**src/rtl/array_wr_ctrl.sv**
```systemverilog
// array_wr_ctrl: write-path back end of the memory controller.
// Takes the write frame stream from fsm_ctrl and performs one burst on the
// array: open the row, write one column per frame, wait write recovery,
// precharge, then pulse wr_done so fsm_ctrl can return to arbitration.
module array_wr_ctrl #(
  parameter int AXI_ADDR_WIDTH  = 20,
  parameter int AXI_DATA_WIDTH  = 64,
  parameter int AXI_FRAME_WIDTH = AXI_ADDR_WIDTH + AXI_DATA_WIDTH + 3
) (
  input  logic                       clk,
  input  logic                       rst,
  input  logic [7:0]                 mc_trcd_cfg,
  input  logic [7:0]                 mc_twr_cfg,
  input  logic [7:0]                 mc_trp_cfg,
  input  logic [AXI_FRAME_WIDTH-1:0] axi_frame_wr_data,
  input  logic                       axi_frame_wr_valid,
  output logic                       axi_frame_wr_ready,
  output logic                       wr_done,
  output logic                       array_banksel_n,
  output logic [13:0]                array_raddr,
  output logic                       array_cas_wr,
  output logic [5:0]                 array_caddr_wr,
  output logic [AXI_DATA_WIDTH-1:0]  array_wdata
);

  typedef enum logic [2:0] {
    S_IDLE,
    S_ROW_OPEN,
    S_WR_CMD,
    S_WR_WAIT,
    S_WR_RECOVER,
    S_PRECHARGE,
    S_DONE
  } state_t;

  state_t r_state;
  state_t w_next;
  logic [7:0] r_cnt;
  logic [7:0] w_cnt_next;
  logic       r_eof;

  // Frame fields: {sof, eof, wr, addr, data} with sof at the MSB.
  logic                      w_sof;
  logic                      w_eof;
  logic [AXI_ADDR_WIDTH-1:0] w_addr;
  logic [AXI_DATA_WIDTH-1:0] w_data;
  logic                      w_unused_wr;
  logic                      w_accept;
  logic                      w_load_frame;

  assign w_sof       = axi_frame_wr_data[AXI_FRAME_WIDTH-1];
  assign w_eof       = axi_frame_wr_data[AXI_FRAME_WIDTH-2];
  // The wr flag is never interpreted; only write frames are routed here.
  assign w_unused_wr = axi_frame_wr_data[AXI_FRAME_WIDTH-3];
  assign w_addr      = axi_frame_wr_data[AXI_ADDR_WIDTH+AXI_DATA_WIDTH-1:AXI_DATA_WIDTH];
  assign w_data      = axi_frame_wr_data[AXI_DATA_WIDTH-1:0];

  // Ready is decoded straight from the state register, gated by reset.
  assign axi_frame_wr_ready = ~rst & ((r_state == S_IDLE) || (r_state == S_WR_WAIT));
  assign w_accept           = axi_frame_wr_valid & axi_frame_wr_ready;

  // A frame carries column/data worth keeping when it opens a burst (sof in
  // IDLE) or continues one; sof=0 frames seen in IDLE are dropped.
  assign w_load_frame = w_accept & ((r_state == S_WR_WAIT) || ((r_state == S_IDLE) && w_sof));

  // Timed states count max(cfg,1) cycles: load max(cfg,1)-1, leave at 0.
  function automatic logic [7:0] delay_load(input logic [7:0] cfg);
    return (cfg == 8'd0) ? 8'd0 : cfg - 8'd1;
  endfunction

  // Next-state and delay-counter decode.
  always_comb begin
    // NOTE: every output of this block gets a default first so no path leaves it unassigned, which would infer a latch.
    w_next     = r_state;
    w_cnt_next = r_cnt;
    unique case (r_state)
      S_IDLE:       if (w_accept && w_sof) w_next = S_ROW_OPEN;
      S_ROW_OPEN:   if (r_cnt == 8'd0) w_next = S_WR_CMD;
      S_WR_CMD:     w_next = r_eof ? S_WR_RECOVER : S_WR_WAIT;
      S_WR_WAIT:    if (w_accept) w_next = S_WR_CMD;
      S_WR_RECOVER: if (r_cnt == 8'd0) w_next = S_PRECHARGE;
      S_PRECHARGE:  if (r_cnt == 8'd0) w_next = S_DONE;
      S_DONE:       w_next = S_IDLE;
      default:      w_next = S_IDLE;
    endcase
    // The cfg value is sampled only on entry, so mid-state changes are ignored.
    if (w_next != r_state) begin
      unique case (w_next)
        S_ROW_OPEN:   w_cnt_next = delay_load(mc_trcd_cfg);
        S_WR_RECOVER: w_cnt_next = delay_load(mc_twr_cfg);
        S_PRECHARGE:  w_cnt_next = delay_load(mc_trp_cfg);
        default:      w_cnt_next = r_cnt;
      endcase
    end else if (r_cnt != 8'd0) begin
      w_cnt_next = r_cnt - 8'd1;
    end
  end

  // State register and delay counter.
  always_ff @(posedge clk or posedge rst) begin
    if (rst) begin
      r_state <= S_IDLE;
      r_cnt   <= 8'd0;
    end else begin
      // NOTE: sequential state uses non-blocking assignments so every flop samples pre-edge values.
      r_state <= w_next;
      r_cnt   <= w_cnt_next;
    end
  end

  // Registered array outputs, decoded from the next state so they line up
  // with the state they belong to.
  always_ff @(posedge clk or posedge rst) begin
    if (rst) begin
      array_banksel_n <= 1'b1;
      array_cas_wr    <= 1'b0;
      wr_done         <= 1'b0;
      array_raddr     <= 14'd0;
      array_caddr_wr  <= 6'd0;
      array_wdata     <= '0;
      r_eof           <= 1'b0;
    end else begin
      array_banksel_n <= !(w_next inside {S_ROW_OPEN, S_WR_CMD, S_WR_WAIT, S_WR_RECOVER});
      array_cas_wr    <= (w_next == S_WR_CMD);
      wr_done         <= (w_next == S_DONE);
      // Row is captured only from the opening frame; continuation rows are ignored.
      if ((r_state == S_IDLE) && w_accept && w_sof) begin
        array_raddr <= w_addr[AXI_ADDR_WIDTH-1 -: 14];
      end
      if (w_load_frame) begin
        array_caddr_wr <= w_addr[5:0];
        array_wdata    <= w_data;
        r_eof          <= w_eof;
      end
    end
  end

endmodule

```
**config.mk**
```make
export PLATFORM = sky130hd
export DESIGN_NAME = array_wr_ctrl
export DESIGN_NICKNAME = d
export VERILOG_FILES = /design/src/rtl/array_wr_ctrl.sv
export SDC_FILE = /design/constraint.sdc
export NUM_CORES = 1
export LEC_CHECK = 0
export BUFFER_PORTS_ARGS = -buffer_cell sky130_fd_sc_hd__buf_2
export CORE_ASPECT_RATIO = 0.9
export CORE_MARGIN = 2
export CORE_UTILIZATION = 48
export DETAILED_ROUTE_END_ITERATION = 10
export PLACE_DENSITY_LB_ADDON = 0.15
export SYNTH_ARGS = -nofsm -noshare
export SYNTH_HDL_FRONTEND = slang
export SYNTH_SLANG_ARGS = --single-unit
```
**constraint.sdc**
```tcl
create_clock -name clk -period 3.9 [get_ports clk]
set_clock_uncertainty 0.05 [all_clocks]
set_input_delay 0.195 -clock clk [delete_from_list [all_inputs] [get_ports clk]]
set_output_delay 0.195 -clock clk [all_outputs]
set_load 0.05 [all_outputs]
```
* After elaboration in Yosys (flattened, before gate mapping) *
Cells that the tools add are included.

word-level totals
  bits in registers = 99
  bits of input ports = 114
  output and inout port bits = 88
  word-level logic and storage cells = 59

operators by class
  $add $sub $neg = 4
  equal/unequal tests = 13
  multiplexer cells = 13
  bitwise operators = 4
  reduce and logical (&&, ||, !) cells = 16

operators with widths
  cell                                                                      count
  8-bit two-way mux                                                         5
  8-bit zero test                                                           4
  8-bit by 1-bit subtractor with 8-bit output (second input constant)       4
  8-bit case mux with 3 select lines                                        1
  3-bit two-way mux                                                         6
  3-bit case mux with 6 select lines                                        1
  3-bit equality test (second input constant)                               5
  3-bit by 2-bit equality test with 1-bit output (second input constant)    4
  8-bit nonzero test                                                        1
  3-bit by 1-bit equality test with 1-bit output (second input constant)    2
  1-bit logical AND                                                         4
  4-bit by 1-bit inequality test with 1-bit output (second input constant)  1
  4-bit nonzero test                                                        1
  1-bit bitwise AND                                                         3
  3-bit zero test                                                           1
  3-bit inequality test                                                     1
  1-bit logical OR                                                          2
  2-bit AND reduction                                                       1
  2-bit nonzero test                                                        1
  1-bit zero test                                                           1
  1-bit NOT                                                                 1

* Logic depth before layout (Yosys ltp) *
Gate-level depths: netlist (run 1).

  depth in word-level cells = 10
  mapped depth = 10
  mapped depth without buffers = 8

* Worst setup path after synthesis (run 1) *
No wires, ideal clock.

  path type = register to register
  start point = register r_cnt[0]
  end point = register r_cnt[4]
  library setup time = 0.122 ns
  arrival time = 2.499 ns
  required time = 3.728 ns
  path slack = 1.229 ns
  cell stages (with the launch flop) = 11
  buffers on the path = 2
  clock period less this slack = 2.671 ns
  cell sequence = dfrtp_1 > inv_1 > ha_1 > or4b_1 > buf_6 > nor2_8 > mux2i_2 > a31oi_4 > or2_2 > buf_2 > a32o_1

on the way
  word-level cells in the longest chain between the ends = 6
  elaborated cells on any way between the ends = 17
  classes of those cells = 1 x add/sub; 5 x eq/ne; 7 x mux; 4 x reduce/logical

RTL lines
  element                                                     line        source
  start, declared                                             38          logic [7:0] r_cnt;
  start signal, assigned                                      107         r_cnt <= w_cnt_next;
  8-bit zero test                                             78, 81, 82
  3-bit two-way mux (on tied branches)                        82, 78, 81
  3-bit case mux with 6 select lines                          76          unique case (r_state)
  3-bit equality test (tied with other cells)                 88          unique case (w_next)
  8-bit case mux with 3 select lines (tied with other cells)  88
  8-bit two-way mux or 2-bit AND reduction (tied branches)    -

Parallel ways exist; a longest one is shown, timed or not. The select of a mux whose other input is x is not followed.
A chain may end at the register's enable or synchronous reset.

* Worst setup path after layout (run 1) *
Same ends and word-level chain as after synthesis.

==> metrics.txt, run 1 <==
Leakage 3.11 nW; RSZ-0062 raised after global routing no; Slew headroom around 42%; crit path max fanout 12; DP Wirelength around 8400 µm; Worst path top cell family by delay simple AND/OR/NAND/NOR gates; largest net degree at the start of global routing 73; Synth top area share about half; fraction of the yosys area taken by sequential cells between 50% and 60%; PortBufs 200; slew of the pin with the lowest slew margin around 0.87 ns; latest clock arrival within the worst-skew pair 0.35 ns; Layout area overhead 36.7%; Final Slew Violations 0; layout cells sized above 1 50.1%; Synth warnings 0; Avg Vias per Cell 5.25; WL/cell 15.7 µm; Vias 3974; Die ar. approximately 11000 µm²; fin crit share a little under 80%; min Tclk post-route 3.04 ns; Cell Area, Synth about 4800 µm²; pwr/cell area 906 nW/µm²; Clock Pin Slew Worst Setup and Hold Paths 0.10 ns; 1st-pass router iterations 4; Root Buffer clkbuf_8; run status finished with violations; drt initial violations 134; initial antenna violation count 0; All-Layer GR Usage approximately 23%; FP Rows 34; # fillers 733; area leader, netlist dfrtp_1; Sink Count between 90 and 100; drt total wl 11900 µm; vias in the first global route 4190; synth unique cells 60; Setup crit end kind flip-flop; failing checks negative hold slack; Detail Route Antenna Nets 0; setup slack after layout 0.858 ns; crit path DAT 3.23 ns; CTS tree done; # DRC 0; VDD IR max just over 0.0007 V; TritonCTS buffer count 9; critical path type flip-flop to flip-flop; setup TNS 0 ns; ANT cells 0; gr ovfl total 0; Worst setup SP type flip-flop; pre-CTS WS approximately 0.9 ns; Hold WS -0.00146 ns; worst path cell trace inv_1, ha_1, or4b_1, nor2_8, mux2i_2, a31oi_4, or2_2, a32o_1; Worst Path Required 4.09 ns; GPL Wtd Cong 0.901; max incr delay on CP 0.65 ns; Core ar. between 9000 and 10000 µm²; first-pass GRT wire length 19600 µm; ys async rst share 100%; Die W 109 µm; Worst Hold Class input pin to asynchronous set/reset pin; syn_nets 503; Initial Util 49.2%; number of synthesized flops with an enable pin 0; top cells by area, synth dfrtp_1 (52%), mux2_2 (20%), xnor2_1 (2.0%), ha_1 (1.6%), inv_1 (1.3%); slowest CP cell or4b_1; Hold Fails Final Rpt 4; Synth Flop Type dfrtp_1; DIE HEIGHT between 90 and 100 µm; Buf+Inv Stages, Crit Path 1; Mean Syn Cell Area 12.4 µm²; max-cap violations 0; H-tree depth 3; # IOs 202; Layout Nets 747; final setup vio count 0; synthesized flop and latch total 99; maximum clock insertion buffer count 2; fmax 0.329 GHz; cells after synthesis 383
==> layout by cell type (no fill, tap or decap), types with 3 or more instances in the layout <==
cell type,instances
nor4_1,8
a21oi_1,6
mux2_2,86
nor3b_1,3
xor2_1,7
dlygate4sd3_1,44
nor3_1,11
nand3_1,7
o21a_1,3
nor2b_1,4
dfrtp_1,98
o21ai_0,6
o31ai_1,5
ha_1,6
or3_1,3
nor2_1,15
buf_2,200
inv_1,16
nand2_1,16
a32oi_1,3
xnor2_1,11
buf_4,4
nor4b_1,3
o22ai_1,4
clkbuf_8,9
nand2b_1,4
==> where the power goes <==
part / internal [mW] / switching, mW
sequential: 1.54 / 0.298
clock: 0.243 / 0.374
combinational: 1.01 / 2.42
==> Yosys cell counts, types with 3 or more instances <==
| library cell | number |
|---|---|
| dfrtp_1 | 98 |
| mux2_2 | 86 |
| inv_1 | 17 |
| nand2_1 | 16 |
| nor2_1 | 15 |
| nor3_1 | 11 |
| xnor2_1 | 11 |
| buf_2 | 9 |
| nor4_1 | 8 |
| nand3_1 | 7 |
| xor2_1 | 7 |
| a21oi_1 | 6 |
| ha_1 | 6 |
| o21ai_0 | 6 |
| o31ai_1 | 5 |
| nand2b_1 | 4 |
| nor2b_1 | 4 |
| o22ai_1 | 4 |
| a32oi_1 | 3 |
| clkbuf_1 | 3 |
| nor3b_1 | 3 |
| nor4b_1 | 3 |
| o21a_1 | 3 |
| or3_1 | 3 |
==> cells by family after synthesis <==
logic type	after synthesis	synth area share [%]
adders and majority gates	6	1.58
xor gates and xnor gates	18	3.32
DFF	99	52.2
muxes	88	20.9
AOI/OAI and AO/OA	50	7.98
buffers and inverters	32	3.08
and+or+nand+nor	90	11.0
==> metrics by stage <==
step	hold WS (ns)	util, %	power [mW]	std cells	instance area [µm²]
floorplan	0.296	-	4.44	383	4750
global route	0.00172	67.2	6.20	757	6490
CTS	0.0000101	66.8	5.90	753	6450
global placement	0.376	60.8	5.17	698	5870
detailed placement	0.380	60.8	5.23	698	5870
finish	-0.00146	67.2	5.88	757	6490
==> final cells by class <==
class	count	area [µm²]	area share, %
flip-flops and latches	99	2480	38.2
clock inverters	6	61.3	0.944
multi-input cells	252	2130	32.9
well taps	126	158	2.43
clock buffers	9	124	1.91
inverters	17	66.3	1.02
repair buffers	248	1470	22.7
==> repair_timing <==
action	4_1_cts	5_1_grt
setup buffers	0	0
hold buffers	40	4
hold endpoints to repair	40	4
gates resized for setup	0	0
==> worst reg2reg max path: stages, from the launching register on <==
cell	delay (ns)
dfrtp_1	0.40
inv_1	0.10
ha_1	0.21
or4b_1	0.65
nor2_8	0.24
mux2i_2	0.40
a31oi_4	0.24
or2_2	0.41
a32o_1	0.24
==> sequential cells by signal, indices dropped and copies added (netlist names) <==
signal,count
r_state,3
array_raddr,14
array_caddr_wr,6
r_cnt,8
array_wdata,64
wr_done,1
r_eof,1
array_banksel_n,1
array_cas_wr,1
==> metal layers <==
layer	share of wire, %	global-route usage [%]	wire, µm
met2	50	39.2	6000
met5	0	0	0
met3	8.2	8.48	971
met4	2.0	7.00	234
met1	39	27.3	4700
==> final timing paths <==
| path | from | to | slack (ns) | depth (start not counted) |
|---|---|---|---|---|
| worst max-delay path | r_cnt[0] | r_cnt[4] | 0.86 | 8 |
| worst min-delay path | rst | array_wdata[63] | -0.001 | 2 |
| min in group clk | axi_frame_wr_data[1] | array_wdata[1] | 0.02 | 2 |
| worst min register to register | array_wdata[63] | array_wdata[63] | 0.46 | 1 |
| worst max register to register | r_cnt[0] | r_cnt[4] | 0.86 | 8 |
| max in group asynchronous | rst | array_wdata[13] | 2.87 | 3 |
(Power assumes the default switching activity.)
==> run 2: changes to the inputs <==
clock period = 3 ns   (was 3.9 ns; I/O delays follow)
==> run 2 against run 1 <==
  * The flow now finishes without violations
  * Flip-flop and latch count stayed put
  * Count of clock-buffer cells in the layout is 1 higher
  * Sequential share of layout area is 2.8 points lower
  * Largest power group unchanged
  * Critical endpoint is now r_cnt[7]
==> metrics.txt, run 2 (synthesis gave the netlist of run 1 again) <==
crit path DAT 3.01 ns (was 3.23 ns); Worst Hold Class input pin to flip-flop (was input pin to asynchronous set/reset pin); final setup vio count 0 (unchanged); fmax 0.355 GHz (was 0.329 GHz); run status complete, no violations (was finished with violations); vias in the first global route 4421 (was 4190); max-cap violations 0 (unchanged); min Tclk post-route 2.82 ns (was 3.04 ns); Avg Vias per Cell 5.24 (was 5.25); pwr/cell area 1130 nW/µm² (was 906 nW/µm²); TritonCTS buffer count 9 (unchanged); Top Registers array_wdata: 64 flops, array_raddr: 14 flops, r_cnt: 8 flops (unchanged); Initial Util 49.2% (unchanged); largest net degree at the start of global routing 72 (was 73); 1st-pass router iterations 5 (was 4); Root Buffer clkbuf_8 (unchanged); RSZ-0062 raised after global routing no (unchanged); Leakage 3.31 nW (was 3.11 nW); Die ar. 10700 µm² (unchanged); first-pass GRT wire length 21700 µm (was 19600 µm); DP Wirelength 8680 µm (was 8440 µm); Clock Pin Slew Worst Setup and Hold Paths 0.10 ns (about the same); Sink Count 99 (unchanged); H-tree depth 3 (unchanged); area of the multi-input gates 2160 µm² (was 2130 µm²); fin crit share 94.0% (was 78.0%); Hold Fails Final Rpt 0 (was 4); # IOs 202 (unchanged); crit path max fanout 6 (was 12); latest clock arrival within the worst-skew pair 0.35 ns (about the same); maximum clock insertion buffer count 2 (unchanged); Die W 109 µm (unchanged); # fillers 672 (was 733); WL/cell 16.8 µm (was 15.7 µm); Vias 4219 (was 3974); # DRC 0 (unchanged); VDD IR max 0.000804 V (was 0.000707 V); Layout area overhead 47.3% (was 36.7%); total area of sequential cells 2480 µm² (unchanged); initial antenna violation count 0 (unchanged); drt initial violations 153 (was 134); max incr delay on CP 0.53 ns (was 0.65 ns); worst path cell trace inv_1, ha_1, or4b_4, buf_4, nor4_2, o211ai_1, a31oi_4, and3b_1, a211o_1 (was inv_1, ha_1, or4b_1, nor2_8, mux2i_2, a31oi_4, or2_2, a32o_1); FP Rows 34 (unchanged); slew of the pin with the lowest slew margin 0.653 ns (was 0.869 ns); CTS tree done (unchanged); Worst path top cell family by delay simple AND/OR/NAND/NOR gates (unchanged); drt total wl 13500 µm (was 11900 µm); critical path type flip-flop to flip-flop (unchanged); Slew headroom 56.5% (was 42.0%); Final Slew Violations 0 (unchanged); All-Layer GR Usage 25.8% (was 23.1%); Layout Nets 794 (was 747); Worst Path Required 3.19 ns (was 4.09 ns); Hold WS 0.146 ns (was -0.00146 ns); Detail Route Antenna Nets 0 (unchanged); layout cells sized above 1 47.4% (was 50.1%); setup TNS 0 ns (unchanged); worst reg2reg setup slack 0.18 ns (was 0.86 ns); Setup crit end kind flip-flop (unchanged); ANT cells 0 (unchanged); GPL Wtd Cong 0.857 (was 0.901); PortBufs 200 (unchanged); slowest CP cell or4b_4 (was or4b_1); most common cell after layout, fill and taps aside buf_2 (unchanged); Worst setup SP type flip-flop (unchanged); DIE HEIGHT 98.4 µm (unchanged); most frequent cells in the layout buf_2 (200), dfrtp_1 (98), mux2_2 (86), dlygate4sd3_1 (86) (was buf_2 (200), dfrtp_1 (98), mux2_2 (86)); Buf+Inv Stages, Crit Path 2 (was 1); gr ovfl total 0 (unchanged); register name with the most flops array_wdata (unchanged); max reg flops 64 (unchanged); Core ar. 9660 µm² (unchanged)
==> run 2: cell count changes in the layout (fill, tap and decap cells not counted), sizes merged <==
cell and delta:
a31oi +1, clkinvlp +1, dlygate4sd3 +42, clkbuf +1, buf +4, clkinv -1
==> run 2: power breakdown <==
| group | switching (mW) | internal (mW) |
|---|---|---|
| clock | 0.495 | 0.320 |
| sequential | 0.430 | 2.00 |
| combinational | 3.23 | 1.41 |
==> run 2: stage by stage <==
step	worst slack (ns)	instance area (µm²)	std cells	utilization, %	power, mW
after floorplan	0.211	4750	383	-	5.78
after global placement	0.164	5910	700	61.2	6.75
after detailed placement	0.0838	5910	700	61.2	6.85
after CTS	0.0454	6960	802	72.0	7.77
after global routing	0.0771	7000	805	72.5	8.25
final	0.181	7000	805	72.5	7.87
==> run 2: final cells by class <==
| type | instances | share of cell area, % |
|---|---|---|
| flip-flops and latches | 99 | 35.4 |
| multi-input cells | 253 | 30.9 |
| repair buffers | 294 | 27.8 |
| well taps | 126 | 2.25 |
| clock buffers | 10 | 1.82 |
| inverters | 17 | 0.948 |
| clock inverters | 6 | 0.858 |
==> run 2: metal layers <==
| layer | up-vias | share of wire, % | track usage [%] |
|---|---|---|---|
| met1 | 2079 | 39 | 31.7 |
| met3 | 20 | 6.0 | 6.41 |
| li1 | 1972 | - | - |
| met2 | 148 | 53 | 44.7 |
| met4 | 0 | 1.7 | 7.69 |
| met5 | - | 0 | 0 |
==> run 2: tightest hold or removal path, stage by stage <==
cell and delay, ns:
buf_2 0.10, xor2_1 0.08, nand3_1 0.09, a32oi_1 0.09
==> run 2: what timing repair did <==
action	4_1_cts	5_1_grt
setup buffers	0	2
hold endpoints to repair	135	0
setup endpoints to repair	0	7
gates resized for setup	0	3
hold buffers	86	0
==> run 2: final timing paths <==
| path | startpoint | to | cells after the start |
|---|---|---|---|
| min in group asynchronous | rst | r_cnt[7] | 3 |
| max | r_cnt[0] | r_cnt[7] | 9 |
| max reg2reg | r_cnt[0] | r_cnt[7] | 9 |
| min reg2reg | array_raddr[13] | array_raddr[13] | 1 |
| max in group asynchronous | rst | array_wdata[17] | 4 |
| min | mc_trp_cfg[5] | r_cnt[5] | 4 |
==> run 3: changes to the inputs <==
ABC_AREA = 1   (was default)
CORE_UTILIZATION = 49   (was 48)
CTS_CLUSTER_SIZE = 16   (was default)
PLACE_DENSITY = 0.81   (was default)
PLACE_DENSITY_LB_ADDON = default   (was 0.15)
==> run 3 against run 2 <==
  * Largest cell class unchanged
  * Critical endpoint is now r_cnt[0]
  * Sequential share of layout area is 1.1 points lower
  * Sequential power about the same
  * Utilization rose by 1.3 points
  * Flip-flop and latch count is the same
==> metrics.txt, run 3 <==
slew of the pin with the lowest slew margin 1.10 ns (was 0.653 ns); Worst Path Required 3.17 ns (was 3.19 ns); PortBufs 200 (unchanged); drt total wl 14900 µm (was 13500 µm); top cells by area, synth dfrtp_1 (49%), mux2_2 (16%), nand2_1 (9.2%), nand3_1 (4.3%), inv_1 (2.9%) (was dfrtp_1 (52%), mux2_2 (20%), xnor2_1 (2.0%), ha_1 (1.6%), inv_1 (1.3%)); fmax 0.405 GHz (was 0.355 GHz); fraction of the yosys area taken by sequential cells 49.6% (was 52.2%); ys async rst share 100% (unchanged); WL/cell 16.3 µm (was 16.8 µm); Synth top area share 49.1% (was 51.6%); Cell Area, Synth 4990 µm² (was 4750 µm²); initial antenna violation count 1 (was 0); Die W 110 µm (was 109 µm); pwr/cell area 1220 nW/µm² (was 1130 nW/µm²); Seq pwr share 27.5% (was 30.8%); VDD IR max 0.000767 V (was 0.000804 V); GPL Wtd Cong 0.870 (was 0.857); Root Buffer clkbuf_16 (was clkbuf_8); Clock Pin Slew Worst Setup and Hold Paths 0.07 ns (was 0.10 ns); Top Registers array_wdata: 64 flops, array_raddr: 14 flops, r_cnt: 8 flops (unchanged); worst setup path end r_cnt[0] (was r_cnt[7]); critical path startpoint rst (was r_cnt[0]); worst reg2reg setup slack 0.55 ns (was 0.18 ns); Hold WS 0.0140 ns (was 0.146 ns); Placed Instances 815 (was 700); Switching Fraction 53.5% (was 52.7%); Reg2Reg Launch Point r_state[0] (was r_cnt[0]); maximum clock insertion buffer count 2 (unchanged); crit path DAT 2.64 ns (was 3.01 ns); Slew headroom 26.9% (was 56.5%); critical path type input pin to flip-flop (was flip-flop to flip-flop); Non-Filler Instances 914 (was 805); clock network power share 12.3% (was 10.3%); RR Endpoint r_cnt[0] (was r_cnt[7]); Detail Route Antenna Nets 0 (unchanged); vias in the first global route 4885 (was 4421); NetSw 4.71 mW (was 4.15 mW); Synth warnings 0 (unchanged); CTS tree done (unchanged); FP Rows 34 (unchanged); Vias 4608 (was 4219); area leader, netlist dfrtp_1 (unchanged); max reg flops 64 (unchanged); final setup vio count 0 (unchanged); TritonCTS buffer count 9 (unchanged); DP Wirelength 9540 µm (was 8680 µm); synthesized flop and latch total 99 (unchanged); Post-CTS Setup Repair Bufs 0 (unchanged); number of synthesized flops with an enable pin 0 (unchanged); gr ovfl total 0 (unchanged); Sink Count 99 (unchanged); layout cells sized above 1 40.4% (was 47.4%); Hold Fails Final Rpt 0 (unchanged); # DRC 0 (unchanged); Layout Nets 902 (was 794); Mean Syn Cell Area 10.0 µm² (was 12.4 µm²); most frequent cells in the layout buf_2 (200), nand2_1 (123), dfrtp_1 (98) (was buf_2 (200), dfrtp_1 (98), mux2_2 (86), dlygate4sd3_1 (86)); Worst setup SP type input pin (was flip-flop); latest clock arrival within the worst-skew pair 0.33 ns (was 0.35 ns); Initial Util 51.0% (was 49.2%); RSZ-0062 raised after global routing no (unchanged); min Tclk post-route 2.47 ns (was 2.82 ns); synth unique cells 37 (was 60); max-cap violations 0 (unchanged); internal power 4.09 mW (was 3.72 mW); Comb power frac 60.1% (was 58.8%); # fillers 672 (unchanged); first-pass GRT wire length 24000 µm (was 21700 µm); syn_nets 618 (was 503); crit path max fanout 16 (was 6); H-tree depth 3 (unchanged); Core ar. 9780 µm² (was 9660 µm²); setup slack after layout 0.529 ns (was 0.181 ns); Worst Hold Class input pin to flip-flop (unchanged); Setup crit end kind flip-flop (unchanged); reg2reg path depth 12 (was 9); drt initial violations 225 (was 153); cells after synthesis 498 (was 383); register name with the most flops array_wdata (unchanged); Avg Vias per Cell 5.04 (was 5.24); # IOs 202 (unchanged); Synth top cells by count nand2_1 (123), dfrtp_1 (98), mux2_2 (71) (was dfrtp_1 (98), mux2_2 (86), inv_1 (17)); pre-CTS WS 0.584 ns (was 0.0838 ns); Leakage 3.73 nW (was 3.31 nW); Synth Flop Type dfrtp_1 (unchanged); most common cell after layout, fill and taps aside buf_2 (unchanged); most numerous cell in the Yosys netlist nand2_1 (was dfrtp_1); fin crit share 82.4% (was 94.0%); DIE HEIGHT 99.8 µm (was 98.4 µm); final core occ 73.7% (was 72.5%); Final Slew Violations 0 (unchanged); Die ar. 11000 µm² (was 10700 µm²); All-Layer GR Usage 27.3% (was 25.8%); setup TNS 0 ns (unchanged); run status complete, no violations (unchanged); 1st-pass router iterations 4 (was 5); Layout area overhead 44.5% (was 47.3%); largest net degree at the start of global routing 92 (was 72)
## run 3: changes by cell type after synthesis, sizes merged, moves of 5 or more
cell	previous run	this run
inv	17	41
mux2	86	71
nand2	16	133
nand3	7	46
nand4	2	12
nor2	16	41
nor3	11	2
nor4	9	2
xnor2	11	6
## run 3: critical path, stage by stage
cell	delay (ns)
dlygate4sd3_1	0.53
buf_2	0.15
clkinvlp_4	0.18
nand4_1	0.17
nor2_4	0.39
inv_4	0.18
nand2_4	0.13
nor2_8	0.06
nand2_4	0.14
nand3_4	0.16
nand2_8	0.16
nand2_8	0.08
nand2_1	0.08
nand2_1	0.05
## run 3: final cells by class
type	count	area, µm²	share of cell area, %
timing repair buffer	284	1850	25.6
clock inverter	7	60.1	0.832
inverter	42	164	2.27
clock buffer	9	225	3.12
tap	126	158	2.18
sequential	99	2480	34.4
antenna	1	2.50	0.0347
multi-input combinational	346	2280	31.6
## run 3: stage by stage
step	power (mW)	instance area, µm²
CTS	8.72	7200
global route	9.32	7220
floorplan	6.39	5000
global placement	7.36	6110
detailed placement	7.53	6110
finish	8.80	7220
## run 3: per-layer routing
metal  track usage [%]  up-vias  wire length (µm)  share of wire [%]
met5                 0        -                 0                  0
met4              13.2        0               613                4.1
met3              6.34       45               702                4.7
met2              51.9      167              8160                 55
met1              28.6     2193              5420                 36
li1                  -     2203                 -                  -
## run 3: kinds of logic (layout without fill, tap and decap cells)
kind of cell / Yosys count / in the layout / synth area share, %
and+or+nand+nor: 239 / 239 / 23.2
other: 0 / 1 / 0
AOI/OAI and AO/OA: 13 / 13 / 1.70
DFF: 99 / 99 / 49.6
buffers and inverters: 53 / 342 / 4.96
xor gates and xnor gates: 17 / 17 / 2.98
muxes: 71 / 71 / 16.0
adders and majority gates: 6 / 6 / 1.50
## run 3: power by group through the flow
stage / clock network, mW / registers [mW] / logic [mW]
3_5_place_dp: 0 / 2.39 / 5.14
3_3_place_gp: 0 / 2.34 / 5.02
6_report: 1.09 / 2.42 / 5.29
5_1_grt: 1.16 / 2.50 / 5.65
4_1_cts: 1.12 / 2.36 / 5.23
2_1_floorplan: 0 / 4.31 / 2.08
## run 3: worst min-delay path by stage
stage                               start               to  slack [ns]  cells after the start
finish              axi_frame_wr_data[61]  array_wdata[61]        0.01                      2
global route        axi_frame_wr_data[61]  array_wdata[61]       0.001                      2
CTS                 axi_frame_wr_data[36]  array_wdata[36]     0.00004                      2
detailed placement                    rst         r_cnt[6]        0.07                      2
global placement                      rst         r_cnt[7]        0.06                      2
floorplan           axi_frame_wr_data[80]  array_raddr[10]        0.22                      2
## run 3: what timing repair did
action,in CTS,in global routing
resized for setup,0,0
endpoints found under the hold margin,88,1
hold buffers,81,1
endpoints found under the setup margin,0,0
